[config.mk]
export PLATFORM = sky130hd
export DESIGN_NAME = spi_burst_ram_flat
export DESIGN_NICKNAME = d
export VERILOG_FILES = /design/src/rtl/spi_burst_ram_if.sv /design/src/rtl/spi_burst_ram.sv /design/src/flat_wrapper.sv
export SDC_FILE = /design/constraint.sdc
export NUM_CORES = 2
export LEC_CHECK = 0
export CORE_MARGIN = 5
export CORE_UTILIZATION = 40
export DETAILED_ROUTE_END_ITERATION = 10
export PLACE_DENSITY = 0.55
export SYNTH_ARGS = -nofsm -noshare
export SYNTH_HDL_FRONTEND = slang
export SYNTH_SLANG_ARGS = --single-unit
[constraint.sdc]
create_clock -name clk -period 2.8 [get_ports clk]
set_clock_uncertainty 0.2 [all_clocks]
set_input_delay 0.42 -clock clk [delete_from_list [all_inputs] [get_ports clk]]
set_output_delay 0.42 -clock clk [all_outputs]
set_load 0.01 [all_outputs]
[src/rtl/spi_burst_ram_if.sv]
// spi_burst_ram_if: command/response bus between the SPI slave's
// deserialiser/serialiser and the burst RAM.
// slave modport: the RAM side (takes commands, returns read data).
// master modport: the SPI side (issues commands, takes read data).
interface spi_burst_ram_if #(
    parameter int DATA_W = 8
) ();
    logic [DATA_W+1:0] din;
    logic              rx_valid;
    logic [DATA_W-1:0] dout;
    logic              tx_valid;

    modport slave (
        input  din,
        input  rx_valid,
        output dout,
        output tx_valid
    );

    modport master (
        output din,
        output rx_valid,
        input  dout,
        input  tx_valid
    );
endinterface

[src/rtl/spi_burst_ram.sv]
// spi_burst_ram: parametrised single-port RAM driven by 2-bit opcode
// commands (SET_WA, WRITE, SET_RA, READ) from an SPI slave receive path.
// Read data comes back one cycle after the READ with a tx_valid pulse.
// Optional feature macro: SPI_BURST_RAM_AUTO_INC_EN -- when defined, WRITE
// and READ advance their pointers (wrapping at MEM_DEPTH) for bursts;
// when undefined, pointers only move through SET_WA/SET_RA/reset.
module spi_burst_ram #(
    parameter int DATA_W    = 8,
    parameter int ADDR_W    = 8,
    parameter int MEM_DEPTH = 256
) (
    input  logic              clk,
    input  logic              rst,
    spi_burst_ram_if.slave    bus,
    output logic [ADDR_W-1:0] wr_addr,
    output logic [ADDR_W-1:0] rd_addr
);

`ifdef SPI_BURST_RAM_AUTO_INC_EN
    localparam bit AUTO_INC = 1'b1;
`else
    localparam bit AUTO_INC = 1'b0;
`endif

    localparam int IDX_W = (MEM_DEPTH > 1) ? $clog2(MEM_DEPTH) : 1;
    localparam logic [ADDR_W-1:0] LAST_ADDR = ADDR_W'(MEM_DEPTH - 1);

    localparam logic [1:0] OP_SET_WA = 2'b00;
    localparam logic [1:0] OP_WRITE  = 2'b01;
    localparam logic [1:0] OP_SET_RA = 2'b10;
    localparam logic [1:0] OP_READ   = 2'b11;

    typedef enum logic {
        IDLE,
        RESP
    } state_t;

    state_t state;
    state_t next_state;

    logic [DATA_W-1:0] mem [MEM_DEPTH];

    logic [1:0]        opcode;
    logic [DATA_W-1:0] payload;
    logic [ADDR_W-1:0] payload_addr;
    logic              cmd_set_wa;
    logic              cmd_write;
    logic              cmd_set_ra;
    logic              cmd_read;
    logic              wr_in_range;
    logic              rd_in_range;
    logic [ADDR_W-1:0] wr_next;
    logic [ADDR_W-1:0] rd_next;
    logic [IDX_W-1:0]  wr_idx;
    logic [IDX_W-1:0]  rd_idx;
    logic [DATA_W-1:0] dout_q;

    assign opcode  = bus.din[DATA_W+1:DATA_W];
    assign payload = bus.din[DATA_W-1:0];

    // Pointer loads take the low ADDR_W payload bits, zero-extending narrow payloads
    generate
        if (DATA_W >= ADDR_W) begin : g_addr_trunc
            assign payload_addr = payload[ADDR_W-1:0];
        end else begin : g_addr_ext
            assign payload_addr = {{(ADDR_W-DATA_W){1'b0}}, payload};
        end
    endgenerate

    // Decode the command; nothing happens unless rx_valid qualifies din
    always_comb begin
        cmd_set_wa = bus.rx_valid && (opcode == OP_SET_WA);
        cmd_write  = bus.rx_valid && (opcode == OP_WRITE);
        cmd_set_ra = bus.rx_valid && (opcode == OP_SET_RA);
        cmd_read   = bus.rx_valid && (opcode == OP_READ);
    end

    // Range checks and wrap-at-depth increments; out-of-range pointers wrap to 0
    always_comb begin
        wr_in_range = (wr_addr <= LAST_ADDR);
        rd_in_range = (rd_addr <= LAST_ADDR);
        wr_next     = (wr_addr >= LAST_ADDR) ? '0 : wr_addr + ADDR_W'(1);
        rd_next     = (rd_addr >= LAST_ADDR) ? '0 : rd_addr + ADDR_W'(1);
        wr_idx      = wr_addr[IDX_W-1:0];
        rd_idx      = rd_addr[IDX_W-1:0];
    end

    // Write and read pointers: reset, explicit load, or optional advance
    always_ff @(posedge clk) begin
        if (rst) begin
            wr_addr <= '0;
            rd_addr <= '0;
        end else begin
            if (cmd_set_wa) begin
                wr_addr <= payload_addr;
            end else if (cmd_write && AUTO_INC) begin
                wr_addr <= wr_next;
            end
            if (cmd_set_ra) begin
                rd_addr <= payload_addr;
            end else if (cmd_read && AUTO_INC) begin
                rd_addr <= rd_next;
            end
        end
    end

    // Memory array is not reset; out-of-range or reset-cycle writes are dropped
    always_ff @(posedge clk) begin
        if (!rst && cmd_write && wr_in_range) begin
            mem[wr_idx] <= payload;
        end
    end

    // Read data register: only a READ updates it, out-of-range reads return 0
    always_ff @(posedge clk) begin
        if (rst) begin
            dout_q <= '0;
        end else if (cmd_read) begin
            dout_q <= rd_in_range ? mem[rd_idx] : '0;
        end
    end

    // FSM state register; reset discards any response in flight
    always_ff @(posedge clk) begin
        if (rst) begin
            state <= IDLE;
        end else begin
            state <= next_state;
        end
    end

    // FSM next state: every accepted READ produces a response cycle
    always_comb begin
        next_state = state;
        case (state)
            IDLE:    next_state = cmd_read ? RESP : IDLE;
            RESP:    next_state = cmd_read ? RESP : IDLE;
            default: next_state = IDLE;
        endcase
    end

    // FSM outputs: tx_valid marks the cycle the fetched word sits on dout
    always_comb begin
        bus.tx_valid = (state == RESP);
        bus.dout     = dout_q;
    end

endmodule

[src/flat_wrapper.sv]
// flat-port wrapper written by rule: the top's interface ports become plain ports
module spi_burst_ram_flat 
#(
    parameter int DATA_W    = 8,
    parameter int ADDR_W    = 8,
    parameter int MEM_DEPTH = 256
)
  (clk, rst, wr_addr, rd_addr, bus_din, bus_rx_valid, bus_dout, bus_tx_valid);
  spi_burst_ram_if #(.DATA_W(DATA_W)) bus_i ();
  input  logic clk;
  input  logic rst;
  output logic [ADDR_W-1:0] wr_addr;
  output logic [ADDR_W-1:0] rd_addr;
  input wire logic [$bits(bus_i.din)-1:0] bus_din;
  input wire logic [$bits(bus_i.rx_valid)-1:0] bus_rx_valid;
  output wire logic [$bits(bus_i.dout)-1:0] bus_dout;
  output wire logic [$bits(bus_i.tx_valid)-1:0] bus_tx_valid;
  assign bus_i.din = bus_din;
  assign bus_i.rx_valid = bus_rx_valid;
  assign bus_dout = bus_i.dout;
  assign bus_tx_valid = bus_i.tx_valid;
  spi_burst_ram #(.DATA_W(DATA_W), .ADDR_W(ADDR_W), .MEM_DEPTH(MEM_DEPTH)) u_core (.clk(clk), .rst(rst), .bus(bus_i), .wr_addr(wr_addr), .rd_addr(rd_addr));
endmodule
==> impl_metrics.ini <==
[yosys]
yosysSeqAreaShare_pct = 76.8
syn_inst = 3910
synth_common_cells = edfxtp_1 (2,048), mux4_2 (436), nor2_1 (306), mux2i_1 (203), nand2_1 (130)
ys.flop_type = edfxtp_1
syn_area_um2 = 80700
yosysTopAreaCellShare_pct = 76.2
synth_edf_count = 2048
ys_ff_latch = 2073
yosysMostFrequentCell = edfxtp_1
syn_area_per_cell_um2 = 20.6
synthTopCellsByArea = edfxtp_1 (76%), mux4_2 (12%), mux2i_1 (2.5%), nor2_1 (1.4%), dfxtp_1 (0.62%)
async_flop_share_pct = 0
ys_warn_count = 0
synthDistinctLibCells = 69
synthesis.nets = 3923
synth_top_area_cell = edfxtp_1

[cells_and_area]
fill_cells = 16500
syn_to_final_growth_pct = 22.3
final_cells = 7644
nNetsFinal = 4812
multi_input_area_um2 = 17600
drive_gt1_share_pct = 34.8
seqCellArea_um2 = 62000

[route]
drt_iter0_drc = 4708
drtAntennaViolNets = 0
vias_per_cell = 5.66
first_pass_iters = 5
vias = 43200
drc = 0
wirelength_um = 234000
wl_per_cell_um = 30.7

[timing]
hold_viol = 0
finalMaxSlewViolations = 0
fmax_mhz = 316
timing.hold.ws_ps = 323
rsz0062_at_grt = yes
setup_slack_ps = -365
tightest_slew_ps = 881
finalCriticalPeriod_ps = 3160
setup_viol = 8
maxSlewHeadroom_pct = 40.3
period_share_pct = 113
timing.setup.tns_ps = -2340

[placed_design]
dpl.hpwl_um = 154000
place_congestion = 0.872
dpl.cell_count = 7180
place_ws_ps = -871
io_buffers = 37

[floorplanning]
die_y_um = 459
ios = 38
coreArea_um2 = 200000
dieArea_um2 = 211000
row_count = 164
start_util_pct = 40.3
die_w_um = 459

[grt]
grt_pass1_wl_um = 332000
grt_overflow = 0
grt.total_usage_pct = 22.0
grt_max_degree = 90
antenna_found_initial = 8
grt_pass1_vias = 43700

[setup_path]
crit_path_max_fanout = 5
worstPathRequired_ps = 3330
start_kind = flop
path_class = reg2reg
endpoint_kind = flop
cp.arrival_ps = 3690
ff2ff_path_depth = 8

[min_path]
hold_class = in2reg
hold_path_depth = 4

[power_and_ir_drop]
vdd_drop_max_mv = 0.553
combPwrFrac_pct = 4.1
pwr-share-seq_pct = 52.8
p_int_uw = 50900
power_switching_uw = 13700
swShare_pct = 21.3
clkPwrFrac_pct = 43.0
p_per_area_nw_per_um2 = 654
total_leakage_power_uw = 0.0315
power_uw = 64600

[run_status]
status = finished, violations left
violations = negative setup slack

[clock_tree]
cts-buffers-inserted = 210
worst_skew_pair.late_latency_ps = 840
cts_tree = built
ctsLongestPathBuffers = 3
clkTransAtPathRegs_ps = 60
cts_max_level = 4
cts_root_buf = clkbuf_16
clock-sinks = 2073

[run]
drv_cap = 0
==> power groups by stage <==
stage / clock network (uW) / registers [uW] / logic [uW]
finish: 27800 / 34100 / 2680
floorplan: 0 / 34800 / 1030
global route: 29600 / 34100 / 2810
global placement: 0 / 34800 / 2500
detailed placement: 0 / 34800 / 2540
CTS: 28300 / 34100 / 2680
==> critical path: stages, from the launching register on <==
cell	delay, ps
dfxtp_4	390
buf_12	170
buf_12	140
buf_12	110
mux4_2	510
mux4_2	450
o211ai_1	610
nor4_2	160
a221o_1	290
==> state kept, by name (all words and copies together) (netlist names) <==
name	cells
u_core.wr_addr	8
u_core.bus.tx_valid	1
u_core.rd_addr	8
u_core.mem	2048
u_core.bus.dout	8
==> layout by cell type (no fill, tap or decap), types with 21 or more instances in the layout <==
master           Yosys  layout
clkbuf_16            0     214
nor3_1              30      23
o221ai_1            26      23
clkdlybuf4s50_1      0      23
a22o_1              21      21
nand4_1             35      35
o22ai_1             51      46
mux4_2             436     436
a22oi_1             65      59
buf_4                9     725
buf_12              10     112
nand3_1             70      63
clkinv_2             0      41
edfxtp_1          2048    2048
clkbuf_1           108      44
mux2i_1            203     201
nand2_1            130     125
nor2_1             306     303
o21ai_0             38      28
clkinv_1             0      44
==> routing by layer <==
metal | track usage, % | wire [um] | vias to the layer above
met4 | 7.14 | 8100 | 2
met3 | 4.15 | 18100 | 337
met5 | 0 | 13 | -
li1 | - | - | 18000
met1 | 30.9 | 96900 | 23200
met2 | 35.1 | 111000 | 1662
==> cell type report <==
cell class	count	share of cell area (%)
Sequential cell	2073	62.8
Multi-Input combinational cell	1588	17.9
Timing Repair Buffer	923	9.01
Clock buffer	260	5.60
Tap cell	2656	3.37
Clock inverter	135	1.33
Antenna cell	6	0.0152
Inverter	3	0.0139
==> per-stage QoR <==
step                      util, %  instance area (um^2)
after floorplan                 -                 80700
after global placement       45.1                 90400
after detailed placement     45.1                 90400
after CTS                    49.2                 98500
after global routing         49.3                 98700
final                        49.3                 98700
==> kinds of logic after synthesis <==
| kind of cell | after synthesis | synth area share (%) |
|---|---|---|
| AOI/OAI and AO/OA | 304 | 2.78 |
| buffers and inverters | 249 | 2.07 |
| DFF | 2073 | 76.8 |
| muxes | 649 | 14.9 |
| and+or+nand+nor | 635 | 3.46 |
==> worst paths after layout <==
path | start | end | slack (ps)
worst max-delay path | u_core.rd_addr[0] | u_core.bus.dout[3] | -360
worst min-delay path | rst | u_core.rd_addr[2] | 320
worst max register to register | u_core.rd_addr[0] | u_core.bus.dout[3] | -360
worst min register to register | u_core.wr_addr[0] | u_core.wr_addr[0] | 390
==> timing repair <==
| action | 4_1_cts | 5_1_grt |
|---|---|---|
| setup endpoints to repair | 16 | 9 |
| cloned | 6 | 2 |
| pin swaps | 31 | 22 |
| hold buffers | 8 | 0 |
| resized for setup | 136 | 39 |
| endpoints found under the hold margin | 426 | 0 |
| buffers inserted | 45 | 9 |
(Power assumes the default switching activity.)
